--- src/rtl/gsm_tx_arbiter.sv ---
// ---------------------------------------------------------------------------
// gsm_tx_arbiter
//
// Lets three AT-command sources share the one GSM UART transmitter. One source
// at a time owns the line for a whole command transaction. Its bytes go to the
// UART one at a time, and it gets a per-byte completion pulse back. An idle
// guard gap separates owners, and a watchdog revokes an owner that stalls.
//
// Ports
//   clk            system clock
//   rst_n          synchronous, active-low reset
//   req[2:0]       level request per source: [0]=SMS [1]=dial [2]=answer
//   byte_en[2:0]   1-cycle strobe, source i presents a byte on its lane
//   byte_data[23:0]{d2,d1,d0}; lane i = byte_data[8*i+7:8*i]
//   grant[2:0]     one-hot (or zero) current owner, registered
//   byte_done[2:0] 1-cycle pulse to the owner once its byte has left the UART
//   busy           high whenever the arbiter is not idle
//   timeout_err    1-cycle pulse when the watchdog revokes an owner
//   uart_tx_enable level to the UART tx_enable / baud cnt_start, one byte long
//   uart_tx_data   byte to the UART, stable while uart_tx_enable is high
//   uart_tx_done   UART byte-complete pulse
// ---------------------------------------------------------------------------
module gsm_tx_arbiter #(
  parameter int unsigned GUARD_CYCLES   = 16,
  parameter int unsigned TIMEOUT_CYCLES = 50_000_000,
  parameter int unsigned CNT_W          = 26
) (
  input  logic        clk,
  input  logic        rst_n,
  input  logic [2:0]  req,
  input  logic [2:0]  byte_en,
  input  logic [23:0] byte_data,
  output logic [2:0]  grant,
  output logic [2:0]  byte_done,
  output logic        busy,
  output logic        timeout_err,
  output logic        uart_tx_enable,
  output logic [7:0]  uart_tx_data,
  input  logic        uart_tx_done
);

  typedef enum logic [1:0] {IDLE, OWN, SEND, GUARD} state_e;

  localparam logic [CNT_W-1:0] TIMEOUT_LAST = CNT_W'(TIMEOUT_CYCLES - 1);
  localparam logic [CNT_W-1:0] GUARD_LAST   = CNT_W'(GUARD_CYCLES - 1);
  localparam logic [CNT_W-1:0] CNT_ONE      = CNT_W'(1);

  state_e           state_q, state_d;
  logic [CNT_W-1:0] cnt_q, cnt_d;
  logic [2:0]       grant_q, grant_d;
  logic [2:0]       byte_done_q, byte_done_d;
  logic             timeout_q, timeout_d;
  logic             en_q, en_d;
  logic [7:0]       data_q, data_d;
  // Owner dropped req in the same cycle it strobed a byte: finish that byte,
  // then release instead of returning to OWN.
  logic             pend_q, pend_d;

  logic       ownerReq;
  logic       ownerStrobe;
  logic [7:0] laneData;
  logic [2:0] pickGrant;

  // Owner-relative views of the request inputs. Because grant is one-hot,
  // a strobe or request from a non-owner masks to zero here.
  assign ownerReq    = |(req & grant_q);
  assign ownerStrobe = |(byte_en & grant_q);

  // Fixed priority: answer > dial > SMS.
  always_comb begin
    pickGrant = 3'b000;
    if (req[2])      pickGrant = 3'b100;
    else if (req[1]) pickGrant = 3'b010;
    else if (req[0]) pickGrant = 3'b001;
  end

  // Data lane of the current owner.
  always_comb begin
    laneData = 8'h00;
    if (grant_q[2])      laneData = byte_data[23:16];
    else if (grant_q[1]) laneData = byte_data[15:8];
    else if (grant_q[0]) laneData = byte_data[7:0];
  end

  // Next-state logic. A single counter serves as watchdog in OWN/SEND and as
  // the gap timer in GUARD. It is cleared on every state change.
  always_comb begin
    state_d     = state_q;
    cnt_d       = cnt_q + CNT_ONE;
    grant_d     = grant_q;
    byte_done_d = 3'b000;
    timeout_d   = 1'b0;
    en_d        = en_q;
    data_d      = data_q;
    pend_d      = pend_q;

    unique case (state_q)
      IDLE: begin
        cnt_d   = '0;
        en_d    = 1'b0;
        grant_d = 3'b000;
        pend_d  = 1'b0;
        if (|req) begin
          grant_d = pickGrant;
          state_d = OWN;
        end
      end

      OWN: begin
        if (ownerStrobe) begin
          data_d  = laneData;
          en_d    = 1'b1;
          cnt_d   = '0;
          pend_d  = ~ownerReq;
          state_d = SEND;
        end else if (!ownerReq) begin
          grant_d = 3'b000;
          cnt_d   = '0;
          state_d = GUARD;
        end else if (cnt_q == TIMEOUT_LAST) begin
          timeout_d = 1'b1;
          grant_d   = 3'b000;
          cnt_d     = '0;
          state_d   = GUARD;
        end
      end

      SEND: begin
        if (uart_tx_done) begin
          en_d        = 1'b0;
          byte_done_d = grant_q;
          cnt_d       = '0;
          pend_d      = 1'b0;
          if (ownerReq && !pend_q) begin
            state_d = OWN;
          end else begin
            grant_d = 3'b000;
            state_d = GUARD;
          end
        end else if (cnt_q == TIMEOUT_LAST) begin
          en_d      = 1'b0;
          timeout_d = 1'b1;
          grant_d   = 3'b000;
          cnt_d     = '0;
          pend_d    = 1'b0;
          state_d   = GUARD;
        end
      end

      GUARD: begin
        en_d    = 1'b0;
        grant_d = 3'b000;
        if (cnt_q == GUARD_LAST) begin
          cnt_d   = '0;
          state_d = IDLE;
        end
      end

      default: begin
        state_d = IDLE;
        cnt_d   = '0;
      end
    endcase
  end

  // State and registered outputs.
  always_ff @(posedge clk) begin
    if (!rst_n) begin
      state_q     <= IDLE;
      cnt_q       <= '0;
      grant_q     <= 3'b000;
      byte_done_q <= 3'b000;
      timeout_q   <= 1'b0;
      en_q        <= 1'b0;
      data_q      <= 8'h00;
      pend_q      <= 1'b0;
    end else begin
      state_q     <= state_d;
      cnt_q       <= cnt_d;
      grant_q     <= grant_d;
      byte_done_q <= byte_done_d;
      timeout_q   <= timeout_d;
      en_q        <= en_d;
      data_q      <= data_d;
      pend_q      <= pend_d;
    end
  end

  assign grant          = grant_q;
  assign byte_done      = byte_done_q;
  assign timeout_err    = timeout_q;
  assign uart_tx_enable = en_q;
  assign uart_tx_data   = data_q;
  assign busy           = (state_q != IDLE);

endmodule

--- config.mk ---
export PLATFORM = sky130hd
export DESIGN_NAME = gsm_tx_arbiter
export DESIGN_NICKNAME = d
export VERILOG_FILES = /design/src/rtl/gsm_tx_arbiter.sv
export SDC_FILE = /design/constraint.sdc
export NUM_CORES = 1
export LEC_CHECK = 0
export ABC_AREA = 0
export CORE_UTILIZATION = 50
export CTS_CLUSTER_SIZE = 28
export DETAILED_ROUTE_END_ITERATION = 10
export PLACE_DENSITY = 0.88
export SLEW_MARGIN = 20
export SYNTH_ARGS = -nofsm -noshare
export SYNTH_HDL_FRONTEND = slang
export SYNTH_SLANG_ARGS = --single-unit
--- constraint.sdc ---
create_clock -name clk -period 2.2 [get_ports clk]
set_input_delay 0.44 -clock clk [delete_from_list [all_inputs] [get_ports clk]]
set_output_delay 0.44 -clock clk [all_outputs]
set_load 0.05 [all_outputs]
==> results.sh <==
export IMPL_status="finished, final reports clean"
export IMPL_path_buf_inv=2
export IMPL_cp_data_arrival_time_ps=2340
export IMPL_numCtsBuffers=5
export IMPL_layout_commonest_cell="nor2_1"
export IMPL_slowest_stage="clkdlybuf4s50_1"
export IMPL_startpoint_type="input port"
export IMPL_ctsHoldBuffers=0
export IMPL_irDropWorstVdd_mv=0.333
export IMPL_postSynthAreaPerCell_sq_um=8.22
export IMPL_fin_ws_ps=91.4
export IMPL_p_leak_nw=1.06
export IMPL_rows=23
export IMPL_io_pins=50
export IMPL_synth_area_sq_mm=0.00224
export IMPL_clk_pin_slew_ps=80
export IMPL_endpoint_kind="flop"
export IMPL_place_ws_ps=-176
export IMPL_core_area_sq_mm=0.00414
export IMPL_cts_sinks=45
export IMPL_relSlewSlack_pct=63.9
export IMPL_grt_pass1_vias=1972
export IMPL_final_nets=376
export IMPL_syn_nets=311
export IMPL_clockBufferDepth=2
export IMPL_cts_tree="built"
export IMPL_cap_violations=0
export IMPL_placed_area_sq_mm=0.00292
export IMPL_diodes=0
export IMPL_period_needed_ps=2110
export IMPL_fin_crit_sh_pct=95.8
export IMPL_viasPerCell=5.55
export IMPL_antenna_found_initial=0
export IMPL_final_cell_mix="nor2_1, clkdlybuf4s50_1, dfxtp_1, buf_4, nand2_1"
export IMPL_finalClockSkew_ps=2.47
export IMPL_crit_fanout=26
export IMPL_critPathMaxStageDelay_ps=490
export IMPL_criticalPathCategory="input port to flop"
export IMPL_cts_root_buffer="clkbuf_8"
export IMPL_min_path_type="flop to flop"
export IMPL_setup_violations=0
export IMPL_required_ps=2440
export IMPL_grt_first_pass_wirelength_microns=8270
export IMPL_htree_num_levels=2
export IMPL_ys_warnings_count=0
export IMPL_fin_total_pwr_w=0.00175
export IMPL_path_delay_family="compound AO/OA/AOI/OAI gates"
export IMPL_die_h_microns=68.9
export IMPL_crit_chain="clkdlybuf4s50_1 -> a222oi_1 -> o41ai_1 -> o21ai_0 -> a211o_1 -> buf_12 -> nor2_1"
export IMPL_die_w_microns=68.9
export IMPL_design_area_sq_mm=0.00301
export IMPL_area_growth_syn_to_layout_pct=34.7
export IMPL_hold_viol_final=0
export IMPL_rsz0062_at_grt="no"
export IMPL_worst_pin_slew_ps=540
export IMPL_numPortBuffers=49
export IMPL_gr_usage_all_layers_pct=23.5
export IMPL_post_cts_setup_buffers=0
export IMPL_ys_seq_elements=45
export IMPL_initial_utilization_pct=54.0
export IMPL_yosysSeqAreaShare_pct=40.3
export IMPL_synth_edf_count=0
export IMPL_num_vias=2154
export IMPL_slew_violations=0
export IMPL_clk_latency_ps=300
export IMPL_async_flop_share_pct=0
export IMPL_drive_above_1_share_pct=10.9
export IMPL_synth_cells=272
export IMPL_instances_no_fill=388
export IMPL_place_hpwl_microns=3940
export IMPL_place_gp_congestion=0.865
export IMPL_routedWlPerCell_microns=13.6
export IMPL_synthFlopType="dfxtp_1"
export IMPL_overflow=0
export IMPL_first_iter_violations=199
export IMPL_fmax_mhz=474
export IMPL_drc=0
export IMPL_cts_resized=0
export IMPL_ant_nets=0
export IMPL_die_area_sq_mm=0.00475
export IMPL_ys_types=43
export IMPL_grt_max_degree=27
export IMPL_whs_ps=480
export IMPL_firstDrtPassIters=5
export IMPL_final_fill_count=319
export IMPL_place_inst=380
export IMPL_wl_microns=5280
export IMPL_p_per_area_mw_per_mm2=582
## synthesized netlist by cell type, types with 5 or more instances
| cell type | n | area share, % |
|---|---|---|
| nor4_1 | 7 | 2.0 |
| nor2_1 | 50 | 8.4 |
| dfxtp_1 | 45 | 40 |
| inv_1 | 9 | 1.5 |
| nand3_1 | 7 | 1.6 |
| nand4_1 | 10 | 2.8 |
| ha_1 | 6 | 3.4 |
| nor3_1 | 14 | 3.1 |
| nor2b_1 | 9 | 2.5 |
| clkbuf_1 | 7 | 1.2 |
| nand2_1 | 16 | 2.7 |
| and3_1 | 5 | 1.4 |
| and2_1 | 5 | 1.4 |
| a21oi_1 | 11 | 2.5 |
| xor2_1 | 9 | 3.5 |
| xnor2_1 | 15 | 5.9 |
| o21ai_0 | 6 | 1.3 |
| a221oi_1 | 8 | 3.1 |
## layout make-up
type                    instances  area (sq um)  area share, %
inverters                       9          33.8           1.12
flip-flops and latches         45           903           30.0
well taps                      50          62.6           2.08
repair buffers                 69           661           21.9
multi-input cells             207          1260           41.7
clock buffers                   6          82.6           2.74
clock inverters                 2          13.8          0.457
## sequential cells by signal, summed over array words and instances, names as in the netlist
signal,flops
timeout_err,1
state_q,2
grant,3
uart_tx_data,8
uart_tx_enable,1
byte_done,3
cnt_q,26
pend_q,1
## power by group
part | switching (W) | leakage, nW | internal [W]
logic | 0.000193 | 0.649 | 0.000181
clock network | 0.000278 | 0.0512 | 0.000255
registers | 0.0000147 | 0.364 | 0.000832
## stage by stage
stage	utilization [%]	setup TNS [ps]
floorplan	-	0
global route	72.7	0
finish	72.7	0
detailed placement	70.4	-3970
global placement	70.4	-2760
CTS	72.7	0
## metal layers
metal	up-vias	wire, microns	track usage [%]
li1	1094	-	-
met1	986	2250	27.1
met2	68	2690	41.9
met3	6	290	6.09
met4	0	51	7.40
met5	-	0	0
## kinds of logic after synthesis
| logic type | after synthesis | share of synthesized area [%] |
|---|---|---|
| AND/OR/NAND/NOR | 134 | 29.9 |
| flip-flops | 45 | 40.3 |
| AO/OA/AOI/OAI | 43 | 13.6 |
| XOR/XNOR | 24 | 9.40 |
| buffers and inverters | 20 | 3.52 |
| adder cells (fa/ha/maj) | 6 | 3.36 |
## path summary, 6_finish.rpt
path,start,to,slack (ps),cells after the start
hold reg to reg,cnt_q[0]$_SDFF_PN0_,cnt_q[0]$_SDFF_PN0_,480,1
setup / recovery,req[0],cnt_q[24]$_SDFF_PN0_,90,7
setup reg to reg,cnt_q[21]$_SDFF_PN0_,pend_q$_SDFFE_PN0P_,110,5
hold / removal,cnt_q[0]$_SDFF_PN0_,cnt_q[0]$_SDFF_PN0_,480,1
Power figures use the tool's default switching activity.
